<file path="src/rtl/systolic_seq_ctrl_pkg.sv">
// Shared types for the systolic matmul pass sequencer.
// Holds the phase state type that the top module registers.
package systolic_seq_ctrl_pkg;

    typedef enum logic [2:0] {
        ST_IDLE   = 3'd0,
        ST_LOAD_W = 3'd1,
        ST_LOAD_A = 3'd2,
        ST_STREAM = 3'd3,
        ST_DRAIN  = 3'd4,
        ST_DONE   = 3'd5
    } state_t;

endpackage

</file>
<file path="src/rtl/systolic_seq_ctrl.sv">
// Sequencer for one systolic-array matmul pass: weight load, activation load,
// activation stream with output capture, output drain, then a one-cycle done.
//
// state  | meaning
// IDLE   | waiting for start, all enables low
// LOAD_W | weight rows 0..H-1 read from operand memory into weight buffer
// LOAD_A | weights written into array, activation rows H..2H-1 loaded
// STREAM | activations streamed; outputs captured for the last 2H cycles
// DRAIN  | result rows drained, res_idx walks 0..H-1
// DONE   | single-cycle completion pulse
module systolic_seq_ctrl
    import systolic_seq_ctrl_pkg::*;
#(
    parameter int ARRAYHEIGHT = 4,
    parameter int ARRAYWIDTH  = 4
) (
    input  logic clk,
    input  logic rst,
    input  logic start,
    input  logic abort,
    output logic busy,
    output logic done,
    output logic weight_buffer_load_en,
    output logic weight_buffer_out_en,
    output logic write_weight_en,
    output logic input_buffer_load_en,
    output logic input_buffer_out_en,
    output logic output_buffer_load_en,
    output logic output_buffer_out_en,
    output logic mem_rd_en,
    output logic [$clog2(2*ARRAYHEIGHT)-1:0] mem_rd_addr,
    output logic [$clog2(ARRAYHEIGHT)-1:0]   res_idx
);

    localparam int H      = ARRAYHEIGHT;
    localparam int W      = ARRAYWIDTH;
    localparam int CNT_W  = $clog2(5*H + W + 1);
    localparam int ADDR_W = $clog2(2*H);
    localparam int IDX_W  = $clog2(H);

    // Last cnt value of each phase; cnt runs continuously across phases.
    localparam logic [CNT_W-1:0] LAST_W      = CNT_W'(H - 1);
    localparam logic [CNT_W-1:0] LAST_A      = CNT_W'(2*H - 1);
    localparam logic [CNT_W-1:0] LAST_S      = CNT_W'(4*H + W - 2);
    localparam logic [CNT_W-1:0] LAST_D      = CNT_W'(5*H + W - 2);
    localparam logic [CNT_W-1:0] OBL_START   = CNT_W'(2*H + W - 1);
    localparam logic [CNT_W-1:0] DRAIN_START = CNT_W'(4*H + W - 1);

    state_t           state;
    logic [CNT_W-1:0] cnt;

    always_ff @(posedge clk) begin
        if (rst) begin
            state <= ST_IDLE;
            cnt   <= '0;
        end else if (abort && state != ST_IDLE) begin
            state <= ST_IDLE;
            cnt   <= '0;
        end else begin
            case (state)
                ST_IDLE: begin
                    if (start && !abort) begin
                        state <= ST_LOAD_W;
                    end
                    cnt <= '0;
                end
                ST_LOAD_W: begin
                    cnt <= cnt + 1'b1;
                    if (cnt == LAST_W) state <= ST_LOAD_A;
                end
                ST_LOAD_A: begin
                    cnt <= cnt + 1'b1;
                    if (cnt == LAST_A) state <= ST_STREAM;
                end
                ST_STREAM: begin
                    cnt <= cnt + 1'b1;
                    if (cnt == LAST_S) state <= ST_DRAIN;
                end
                ST_DRAIN: begin
                    cnt <= cnt + 1'b1;
                    if (cnt == LAST_D) state <= ST_DONE;
                end
                ST_DONE: begin
                    state <= ST_IDLE;
                    cnt   <= '0;
                end
                default: begin
                    state <= ST_IDLE;
                    cnt   <= '0;
                end
            endcase
        end
    end

    always_comb begin
        busy                  = 1'b0;
        done                  = 1'b0;
        weight_buffer_load_en = 1'b0;
        weight_buffer_out_en  = 1'b0;
        write_weight_en       = 1'b0;
        input_buffer_load_en  = 1'b0;
        input_buffer_out_en   = 1'b0;
        output_buffer_load_en = 1'b0;
        output_buffer_out_en  = 1'b0;
        mem_rd_en             = 1'b0;
        mem_rd_addr           = '0;
        res_idx               = '0;
        case (state)
            ST_LOAD_W: begin
                busy                  = 1'b1;
                weight_buffer_load_en = 1'b1;
                mem_rd_en             = 1'b1;
                mem_rd_addr           = ADDR_W'(cnt);
            end
            ST_LOAD_A: begin
                busy                 = 1'b1;
                input_buffer_load_en = 1'b1;
                write_weight_en      = 1'b1;
                weight_buffer_out_en = 1'b1;
                mem_rd_en            = 1'b1;
                mem_rd_addr          = ADDR_W'(cnt);
            end
            ST_STREAM: begin
                busy                  = 1'b1;
                input_buffer_out_en   = 1'b1;
                output_buffer_load_en = (cnt >= OBL_START);
            end
            ST_DRAIN: begin
                busy                 = 1'b1;
                output_buffer_out_en = 1'b1;
                res_idx              = IDX_W'(cnt - DRAIN_START);
            end
            ST_DONE: begin
                done = 1'b1;
            end
            default: ;
        endcase
    end

endmodule
</file>
<file path="config.mk">
export PLATFORM = sky130hd
export DESIGN_NAME = systolic_seq_ctrl
export DESIGN_NICKNAME = d
export VERILOG_FILES = /design/src/rtl/systolic_seq_ctrl_pkg.sv /design/src/rtl/systolic_seq_ctrl.sv
export SDC_FILE = /design/constraint.sdc
export NUM_CORES = 1
export LEC_CHECK = 0
export ABC_CLOCK_PERIOD_IN_PS = 3900
export BUFFER_PORTS_ARGS = -buffer_cell sky130_fd_sc_hd__buf_2
export CORE_MARGIN = 4
export CORE_UTILIZATION = 30
export DETAILED_ROUTE_END_ITERATION = 16
export SKIP_CTS_REPAIR_TIMING = 1
export SYNTH_ARGS = -nofsm -noshare
export SYNTH_HDL_FRONTEND = slang
export SYNTH_SLANG_ARGS = --single-unit
</file>
<file path="constraint.sdc">
create_clock -name clk -period 3.9 [get_ports clk]
set_clock_uncertainty 0.1 [all_clocks]
set_input_delay 0.585 -clock clk [delete_from_list [all_inputs] [get_ports clk]]
set_output_delay 0.585 -clock clk [all_outputs]
set_load 0.05 [all_outputs]
</file>
; After elaboration in Yosys (flattened, before gate mapping)
; Index checks and enable logic that the tools add are counted.
[word_totals]
inputBits = 4
word_cells = 46
output_inout_bits = 15
ff_bits = 8
[op_classes]
bitwise_logic = 1
magnitude_cmp = 1
n_addsub = 2
reduce_logical = 10
eq_ne = 14
n_mux = 16
[op_table]
columns = cell, n
row1 = 3-bit 2-to-1 mux, 6
row2 = 3-bit one-hot mux with 5 select lines, 1
row3 = 5-bit equality test (second input constant), 2
row4 = 2-bit != test (second input constant), 5
row5 = 1-bit 2-to-1 mux, 8
row6 = 3-bit by 2-bit equality test with 1-bit output (second input constant), 2
row7 = 3-bit equality test (second input constant), 2
row8 = 5-bit by 1-bit adder with 5-bit output (second input constant), 1
row9 = 5-bit by 2-bit equality test with 1-bit output (second input constant), 1
row10 = 5-bit by 3-bit equality test with 1-bit output (second input constant), 1
row11 = 5-bit by 4-bit >= comparator with 1-bit output (second input constant), 1
row12 = 5-bit AND reduction, 1
row13 = 2-bit OR reduction, 2
row14 = 4-bit OR reduction, 1
row15 = 3-bit by 1-bit equality test with 1-bit output (second input constant), 1
row16 = 3-bit zero test, 1
row17 = 3-bit nonzero test, 1
row18 = 3-bit OR reduction, 1
row19 = 1-bit logical AND, 2
row20 = 2-bit 2-to-1 mux, 1
row21 = 2-bit subtractor (second input constant), 1
row22 = 1-bit zero test, 1
row23 = 1-bit NOT, 1

; Longest topological paths before layout
; Gate-level depths: netlist of the first run.
[depth]
depth_word = 4
depth_mapped = 6
depth_no_buf = 6

; Least setup slack after synthesis of the first run
; No wires, ideal clock.
[synth_path]
path_kind = register to output
from = register state[1]
to = output port mem_rd_addr[1]
path_slack_ns = 0.251
t_required_ns = 3.215
arrival_ns = 2.964
path_buffers = 0
stages_incl_launch_ff = 5
cell_sequence = dfxtp_1 inv_1 nor3_1 nor2_1 nor2b_1
[synth_between]
elab_chain_cells = 3
elab_cells_between_ends = 4
classes_between = eq/ne (2) / mux (1) / reduce/logical (1)
[synth_lines]
columns = element, line_no
row1 = from (decl), systolic_seq_ctrl.sv:49  ; state_t state;
row2 = from (signal assigned), systolic_seq_ctrl.sv:54  ; state <= ST_IDLE;
row3 = from (signal assigned), systolic_seq_ctrl.sv:57  ; state <= ST_IDLE;
row4 = from (signal assigned), systolic_seq_ctrl.sv:63  ; state <= ST_LOAD_W;
row5 = 3-bit by 2-bit equality test with 1-bit output / 3-bit by 1-bit equality test with 1-bit output (equally long branches), systolic_seq_ctrl.sv:108  ; case (state)
row6 = 2-bit OR reduction (no source line) *, --
row7 = 3-bit 2-to-1 mux *, systolic_seq_ctrl.sv:108
row8 = to (decl), systolic_seq_ctrl.sv:31  ; output logic [$clog2(2*ARRAYHEIGHT)-1:0] mem_rd_addr,
; Every way passes the cells marked *; elsewhere a longest branch is shown, timed or not.

; Worst setup path after layout of the first run
[layout_path]
from = register state[1]
to = output port mem_rd_addr[2]
; The elaborated chain is that of the path after synthesis.

==> results of run 1 <==
## worst max-delay path: cells and delay by family (launching register included)
kind	cells	cell delay, ns
buf+inv	2	0.39
flops	1	0.44
simple gates	3	0.85
## routing by layer
| metal | GRT usage | share of wire | vias up |
|---|---|---|---|
| met2 | 0.159 | 0.42 | 18 |
| met1 | 0.124 | 0.48 | 225 |
| li1 | - | - | 265 |
| met4 | 0.102 | 0.032 | 0 |
| met5 | 0 | 0 | - |
| met3 | 0.0228 | 0.067 | 4 |
## power by group through the flow
stage	sequential (mW)	combinational (mW)	clock (mW)
2_1_floorplan	0.100	0.227	0
3_3_place_gp	0.107	0.248	0
3_5_place_dp	0.108	0.249	0
4_1_cts	0.106	0.249	0.0676
5_1_grt	0.109	0.262	0.0710
6_report	0.107	0.247	0.0657
## area by class of cell
| cell class | instances | area, um2 |
|---|---|---|
| fillers | 208 | 1100 |
| multi-input cells | 49 | 370 |
| flip-flops and latches | 8 | 160 |
| repair buffers | 18 | 90.1 |
| well taps | 25 | 31.3 |
| inverters | 8 | 30.0 |
| clock buffers | 3 | 22.5 |
## cell families after synthesis
kind of cell	synth area share
compound gates	0.173
xor+xnor	0.0731
fa+ha+maj	0.0584
buf+inv	0.115
flops	0.267
mux	0.0250
simple gates	0.288
## path summary, 6_finish.rpt
| path | from | to | slack, ns | cells past startpoint |
|---|---|---|---|---|
| setup / recovery | state[1] | mem_rd_addr[2] | 1.27 | 5 |
| hold reg to reg | cnt[0] | cnt[0] | 0.40 | 1 |
| hold / removal | cnt[0] | cnt[0] | 0.40 | 1 |
| setup reg to reg | state[2] | state[0] | 1.85 | 5 |
## metrics by stage
| stage | area [um2] | instances | setup slack (ns) | util |
|---|---|---|---|---|
| floorplan | 599 | 70 | 0.251 | - |
| global placement | 682 | 108 | 1.64 | 0.378 |
| detailed placement | 682 | 108 | 1.53 | 0.378 |
| CTS | 704 | 111 | 1.21 | 0.391 |
| global route | 704 | 111 | 1.08 | 0.391 |
| finish | 704 | 111 | 1.27 | 0.391 |
## cells in the mapped netlist
| cell type | number | area [um2] |
|---|---|---|
| a2111oi_4 | 1 | 27.5 |
| o31ai_4 | 1 | 21.3 |
| nor2b_1 | 2 | 12.5 |
| maj3_1 | 1 | 10.0 |
| buf_6 | 1 | 11.3 |
| nor3b_1 | 1 | 7.51 |
| ha_1 | 2 | 25.0 |
| dfxtp_1 | 8 | 160 |
| a211o_1 | 1 | 8.76 |
| nor3_1 | 4 | 20.0 |
| buf_4 | 3 | 22.5 |
| a311oi_2 | 1 | 15.0 |
| xnor2_1 | 3 | 26.3 |
| nor2_1 | 14 | 52.6 |
| or3b_4 | 1 | 11.3 |
| nand3_1 | 3 | 15.0 |
| inv_1 | 8 | 30.0 |
| nor2_2 | 1 | 6.26 |
| nand2b_1 | 2 | 12.5 |
| nand3b_1 | 2 | 15.0 |
| xor2_1 | 2 | 17.5 |
| buf_2 | 1 | 5.00 |
| nand2_1 | 1 | 3.75 |
| a221oi_1 | 1 | 8.76 |
| a21oi_1 | 1 | 5.00 |
| a22o_1 | 2 | 17.5 |
| nor3_4 | 1 | 16.3 |
| mux2_4 | 1 | 15.0 |
## flip-flops by register name (all words and copies together) (netlist names)
| signal | flops |
|---|---|
| cnt | 5 |
| state | 3 |
==> impl_metrics.py, run 1 <==
metrics = {
    "synth": {
        "yosys_warnings": 0,
        "synth_seq_cells": 8,
        "syn_inst": 70,
        "syn_area_per_cell_um2": 8.56,
        "syn_area_um2": 599,
        "yosys.cell_types.count": 28,
        "ys_seq_area_frac": 0.267,
        "synth_nets": 76,
    },
    "worst_setup_path": {
        "cp-end-kind": "primary output",
        "slowest_delay_ns": 0.54,
        "cp_max_fo": 7,
        "critPathLaunchType": "flop",
        "worstPathArrival_ns": 1.95,
        "worst-setup-path-type": "flop to primary output",
        "cp_slowest_cell": "nor3_1",
        "crit_chain": "inv_1 -> nor3_1 -> nor2_1 -> nor2b_1 -> buf_2",
        "required_ns": 3.21,
    },
    "clock_tree": {
        "cts_root_buf": "clkbuf_4",
        "h-tree-depth": 1,
        "clock_latency_ns": 0.25,
        "clock_sinks": 8,
        "clockBufferDepth": 2,
        "clkTransAtPathRegs_ns": 0.06,
        "cts_tree": "built",
        "numCtsBuffers": 3,
    },
    "floorplanning": {
        "rows": 15,
        "core_area_um2": 1800,
        "die_area_um2": 2780,
        "dieWidth_um": 52.7,
        "start_util": 0.333,
        "io_pins": 19,
        "die_h_um": 52.7,
    },
    "detailed_routing": {
        "ant_nets": 0,
        "drc_errors": 0,
        "drtPass1Iterations": 4,
        "viasPerCell": 4.61,
        "vias": 512,
        "drt_iter0_drc": 4,
        "wl_per_cell_um": 11.6,
        "wl_mm": 1.29,
    },
    "global_routing": {
        "antenna_found_initial": 0,
        "grt_usage": 0.107,
        "grt_max_degree": 12,
        "grt_pass1_wl_mm": 2.10,
        "grt_pass1_vias": 495,
        "grt_overflow": 0,
    },
    "sta": {
        "hold_ws_ns": 0.402,
        "period_minus_slack_ns": 2.63,
        "tns_ns": 0,
        "period_share": 0.675,
        "rsz0062_at_grt": "no",
        "finalSetupViolCount": 0,
        "fmax_mhz": 380,
        "maxSlewViolCount": 0,
        "worst_slew_pin_slew_ns": 0.624,
        "hold_viol_final": 0,
        "max-slew-margin-rel": 0.581,
    },
    "placement": {
        "dp_hpwl_mm": 1.01,
        "port_buffers": 18,
        "globalplace.congestion": 0.763,
    },
    "power_and_ir_drop": {
        "switching_share": 0.515,
        "p_seq_frac": 0.254,
        "p_clk_frac": 0.157,
        "finalPower_mw": 0.419,
        "p_int_mw": 0.203,
        "ir_drop_uv": 273,
        "power_leakage_nw": 0.330,
        "pwr-share-comb": 0.589,
        "power.density_nw_per_um2": 595,
        "power.switching_mw": 0.216,
    },
    "hold_path": {
        "min_path_type": "flop to flop",
    },
    "cells_and_area": {
        "area_growth_pct": 17.5,
        "final_nets": 94,
        "layout_commonest_cell": "buf_2",
        "diodes": 0,
        "drive_above_1_share": 0.326,
        "final_cell_mix": "buf_2 (18), nor2_1 (14), inv_1 (8), dfxtp_1 (8), nor3_1 (4)",
    },
    "run_status": {
        "outcome": "finished, final reports clean",
    },
    "run": {
        "cap_violations": 0,
    },
}
Note: power is estimated with default switching activity, not from simulation.
==> run 2, diff against run 1 <==
- ABC_AREA: unset -> 1
- ABC_CLOCK_PERIOD_IN_PS: 3900 -> 2400
- clock period: 3.9 -> 2.4 ns (I/O delays scaled with it)
==> impl_metrics.py, run 2 <==
metrics = {
    "clock_tree": {
        "clockBufferDepth": 2,
        "clock_sinks": 8,
        "cts_tree": "built",
        "clkTransAtPathRegs_ns": 0.06,
        "cts_root_buf": "clkbuf_4",
        "h-tree-depth": 1,
        "numCtsBuffers": 3,
        "clock_latency_ns": 0.25,
    },
    "power_and_ir_drop": {
        "p_clk_frac": 0.099,
        "p_int_mw": 0.406,
        "finalPower_mw": 1.07,
        "power.density_nw_per_um2": 1500,
        "switching_share": 0.619,
        "p_seq_frac": 0.189,
        "power.switching_mw": 0.661,
        "pwr-share-comb": 0.712,
        "power_leakage_nw": 0.387,
        "ir_drop_uv": 797,
    },
    "synth": {
        "yosys_warnings": 0,
        "async_flop_share": 0,
        "synth_edf_count": 0,
        "yosys.cell_types.count": 17,
        "synth_seq_cells": 8,
        "synth_nets": 99,
        "synth_top_flop_cell": "dfxtp_1",
        "syn_inst": 93,
        "ys_seq_area_frac": 0.276,
        "syn_area_per_cell_um2": 6.24,
        "synth_area_leaders": "dfxtp_1 (28%), nor2_1 (11%), nand3_1 (10%)",
        "syn_area_um2": 581,
        "synth_top_area_share": 0.276,
        "yosysTopAreaCell": "dfxtp_1",
        "synth_common_cells": "nor2_1 (17), nand2_1 (15), inv_1 (12), nand3_1 (12)",
        "yosysMostFrequentCell": "nor2_1",
    },
    "worst_setup_path": {
        "critPathLaunchType": "flop",
        "critPathMostFrequentCell": "nand2_1",
        "r2r_end": "state[0]",
        "reg2reg_from": "cnt[0]",
        "reg2reg_depth": 7,
        "worstPathArrival_ns": 1.49,
        "crit_chain": "ha_1 -> nand2_1 -> o31ai_1 -> nand2_1 -> a21oi_1 -> buf_2",
        "critPathBufInv": 1,
        "ff2ff_setup_slack_ns": 0.98,
        "cp_max_fo": 5,
        "worst-setup-path-type": "flop to primary output",
        "slowest_delay_ns": 0.40,
        "crit_family": "flip-flops",
        "cp-end-kind": "primary output",
        "cp_slowest_cell": "dfxtp_1",
        "required_ns": 1.94,
    },
    "global_routing": {
        "antenna_found_initial": 0,
        "grt_pass1_wl_mm": 2.18,
        "grt_max_degree": 11,
        "grt_pass1_vias": 532,
        "grt_usage": 0.112,
        "grt_overflow": 0,
    },
    "detailed_routing": {
        "wl_mm": 1.35,
        "drt_iter0_drc": 14,
        "drc_errors": 0,
        "drtPass1Iterations": 4,
        "wl_per_cell_um": 9.88,
        "ant_nets": 0,
        "viasPerCell": 4.39,
        "vias": 601,
    },
    "hold_path": {
        "hold_end": "state[1]",
        "min_path_type": "input pin to flop",
        "min_path_cells": 4,
        "holdCritStartpoint": "rst",
    },
    "sta": {
        "maxSlewViolCount": 0,
        "period_minus_slack_ns": 1.95,
        "finalSetupViolCount": 0,
        "hold_viol_final": 0,
        "max-slew-margin-rel": 0.832,
        "period_share": 0.813,
        "tns_ns": 0,
        "worst_slew_pin_slew_ns": 0.254,
        "rsz0062_at_grt": "no",
        "fmax_mhz": 513,
    },
    "floorplanning": {
        "core_area_um2": 1780,
        "start_util": 0.326,
        "die_area_um2": 2700,
        "die_h_um": 52.0,
        "rows": 15,
        "dieWidth_um": 52.0,
        "io_pins": 19,
    },
    "run": {
        "cap_violations": 0,
    },
    "cells_and_area": {
        "final_nets": 120,
        "area_growth_pct": 22.2,
        "diodes": 0,
        "layout_commonest_cell": "buf_2",
        "drive_above_1_share": 0.295,
        "final_cell_mix": "buf_2 (18), nor2_1 (17), nand2_1 (15), inv_1 (12), nand3_1 (12)",
        "largest_register_ffs": 5,
        "regMostFlops": "cnt",
        "reg_top3": "cnt: 5 flops, state: 3 flops",
    },
    "placement": {
        "dp_hpwl_mm": 1.13,
        "globalplace.congestion": 0.827,
        "port_buffers": 18,
    },
    "run_status": {
        "outcome": "finished, final reports clean",
    },
}
-- run 2: worst max-delay path by stage --
| stage | startpoint | endpoint | slack, ns | cells after the start |
|---|---|---|---|---|
| floorplan | state[0] | mem_rd_addr[0] | 0.22 | 5 |
| global placement | cnt[0] | output_buffer_load_en | 0.69 | 6 |
| detailed placement | cnt[0] | output_buffer_load_en | 0.71 | 6 |
| CTS | cnt[0] | output_buffer_load_en | 0.42 | 6 |
| global route | cnt[0] | output_buffer_load_en | 0.33 | 6 |
| finish | cnt[0] | output_buffer_load_en | 0.45 | 6 |
-- run 2: area by class of cell --
cell class,instances,area (um2)
fill,218,1070
multi-input combinational,67,345
sequential,8,160
timing repair buffer,18,90.1
inverter,16,60.1
tap,25,31.3
clock buffer,3,22.5
-- run 2: stage by stage --
stage	instances	worst slack (ns)	area [um2]	hold WS (ns)	util
finish	137	0.450	709	0.280	0.398
global route	137	0.330	709	0.288	0.398
CTS	137	0.420	709	0.268	0.398
detailed placement	134	0.711	687	0.382	0.385
global placement	134	0.691	687	0.368	0.385
floorplan	93	0.224	581	0.341	-
-- run 2: routing by layer --
layer	wire [um]	track usage
met5	0	0
met4	23	0.0917
met3	58	0.0287
met2	586	0.157
met1	684	0.142
-- run 2: worst min-delay path, delay by kind of cell --
family	cells	cell delay (ns)
compound gates	1	0.04
buf+inv	1	0.10
simple gates	2	0.09
-- run 2: cells by family (layout without fill, tap and decap cells) --
kind of cell | count (synthesis) | after routing | share of synthesized area
simple gates | 52 | 52 | 0.403
buf+inv | 18 | 37 | 0.129
compound gates | 11 | 11 | 0.119
flops | 8 | 8 | 0.276
fa+ha+maj | 2 | 2 | 0.0431
xor+xnor | 2 | 2 | 0.0302
-- run 2: power by group through the flow --
stage	sequential (mW)	clock (mW)	combinational (mW)
floorplan	0.196	0	0.638
global placement	0.203	0	0.763
detailed placement	0.204	0	0.768
CTS	0.201	0.113	0.769
global route	0.204	0.117	0.839
finish	0.201	0.106	0.760
==> run 3, diff against run 2 <==
- ABC_AREA: 1 -> 0
- ABC_CLOCK_PERIOD_IN_PS: 2400 -> 1600
- clock period: 2.4 -> 1.6 ns (I/O delays scaled with it)
==> impl_metrics.py, run 3 (synthesis results as in run 1) <==
metrics = {
    "floorplanning": {
        "start_util": 0.333,
        "rows": 15,
        "die_h_um": 52.7,
        "core_area_um2": 1800,
        "dieWidth_um": 52.7,
        "io_pins": 19,
        "die_area_um2": 2780,
    },
    "power_and_ir_drop": {
        "power_leakage_nw": 0.462,
        "ir_drop_uv": 1010,
        "power.density_nw_per_um2": 1290,
    },
    "clock_tree": {
        "cts_tree": "built",
        "clockBufferDepth": 2,
        "numCtsBuffers": 3,
        "clock_sinks": 8,
        "cts_root_buf": "clkbuf_4",
        "h-tree-depth": 1,
        "clkTransAtPathRegs_ns": 0.06,
        "clock_latency_ns": 0.26,
    },
    "worst_setup_path": {
        "reg2reg_depth": 5,
        "required_ns": 1.26,
        "critPathBufInv": 2,
        "crit_family": "simple AND/OR/NAND/NOR gates",
        "critPathLaunchType": "flop",
        "worst-setup-path-type": "flop to primary output",
        "critPathMostFrequentCell": "buf_6",
        "cp_max_fo": 5,
        "cp_slowest_cell": "or3b_4",
        "crit_chain": "or3b_4 -> buf_6 -> nor2_4 -> buf_6",
        "slowest_delay_ns": 0.40,
        "critical_path_depth": 4,
        "worstPathArrival_ns": 1.40,
        "cp-end-kind": "primary output",
    },
    "global_routing": {
        "grt_usage": 0.125,
        "grt_overflow": 0,
        "grt_pass1_wl_mm": 2.46,
        "antenna_found_initial": 0,
        "grt_pass1_vias": 559,
        "grt_max_degree": 9,
    },
    "sta": {
        "finalSetupViolCount": 16,
        "maxSlewViolCount": 0,
        "rsz0062_at_grt": "yes",
        "hold_viol_final": 0,
        "worst_slew_pin_slew_ns": 0.345,
        "fmax_mhz": 573,
        "postLayoutSetupSlackWorst_ns": -0.144,
        "period_share": 1.09,
        "period_minus_slack_ns": 1.74,
        "max-slew-margin-rel": 0.768,
    },
    "cells_and_area": {
        "largest_register_ffs": 5,
        "regArea_um2": 174,
        "reg_top3": "cnt: 5 flops, state: 3 flops",
        "post-route-cell-area_um2": 1120,
        "stdcell_count": 131,
        "final_cell_mix": "buf_6 (18), buf_4 (15), nor2_4 (7), nor2_1 (7), inv_1 (4)",
        "regMostFlops": "cnt",
        "drive_above_1_share": 0.670,
        "final_nets": 114,
        "area_growth_pct": 87.3,
        "fill_cells": 147,
        "diodes": 0,
        "layout_commonest_cell": "buf_6",
        "multi_input_area_um2": 497,
    },
    "detailed_routing": {
        "drc_errors": 0,
        "drt_iter0_drc": 6,
        "wl_per_cell_um": 13.1,
        "wl_mm": 1.71,
        "drtPass1Iterations": 2,
        "ant_nets": 0,
        "vias": 633,
        "viasPerCell": 4.83,
    },
    "placement": {
        "port_buffers": 18,
        "placed_area_um2": 877,
        "dp.cells": 126,
        "globalplace.congestion": 0.762,
        "dp_hpwl_mm": 1.17,
    },
    "run": {
        "cap_violations": 0,
    },
    "hold_path": {
        "min_path_cells": 2,
        "min_path_type": "input pin to flop",
    },
    "run_status": {
        "failed_checks": "setup timing",
        "outcome": "finished, violations left",
    },
}
-- run 3: cell count changes in the layout (fill, tap and decap cells not counted), sizes merged, moves of 3 or more --
cell | previous run | this run
a21oi | 9 | 1
nor3 | 1 | 5
nand2 | 20 | 1
xnor2 | 0 | 3
nand3 | 12 | 3
nor2 | 19 | 15
buf | 18 | 38
inv | 16 | 8
-- run 3: path summary, 6_finish.rpt --
path	from	to	slack [ns]
worst min-delay path	rst	state[1]	0.13
worst max register to register	state[1]	state[0]	-0.10
worst min register to register	cnt[0]	cnt[0]	0.37
worst max-delay path	state[1]	res_idx[0]	-0.14
-- run 3: power breakdown --
part / switching, mW / internal [mW]
combinational: 0.557 / 0.458
clock: 0.0795 / 0.0866
sequential: 0.0371 / 0.230
total: 0.674 / 0.774
-- run 3: metrics by stage --
stage | util | setup slack (ns) | total power [mW] | hold slack, ns | TNS (ns)
2_1_floorplan | - | -0.266 | 0.859 | 0.208 | -1.39
3_3_place_gp | 0.487 | -0.0598 | 1.05 | 0.345 | -0.159
3_5_place_dp | 0.487 | -0.0696 | 1.06 | 0.353 | -0.176
4_1_cts | 0.499 | -0.330 | 1.23 | 0.117 | -3.80
5_1_grt | 0.623 | -0.194 | 1.52 | 0.124 | -2.37
6_report | 0.623 | -0.144 | 1.45 | 0.127 | -1.57
-- run 3: metal layers --
metal	vias up	track usage	routed length, um
li1	306	-	-
met1	298	0.142	684
met2	20	0.198	884
met3	9	0.0256	81
met4	0	0.102	64
met5	-	0	0
-- run 3: final cells by class --
cell class                      count  area share
Inverter                            8      0.0334
Sequential cell                     8       0.155
Multi-Input combinational cell     49       0.443
Clock buffer                        3      0.0201
Timing Repair Buffer               38       0.321
Tap cell                           25      0.0279
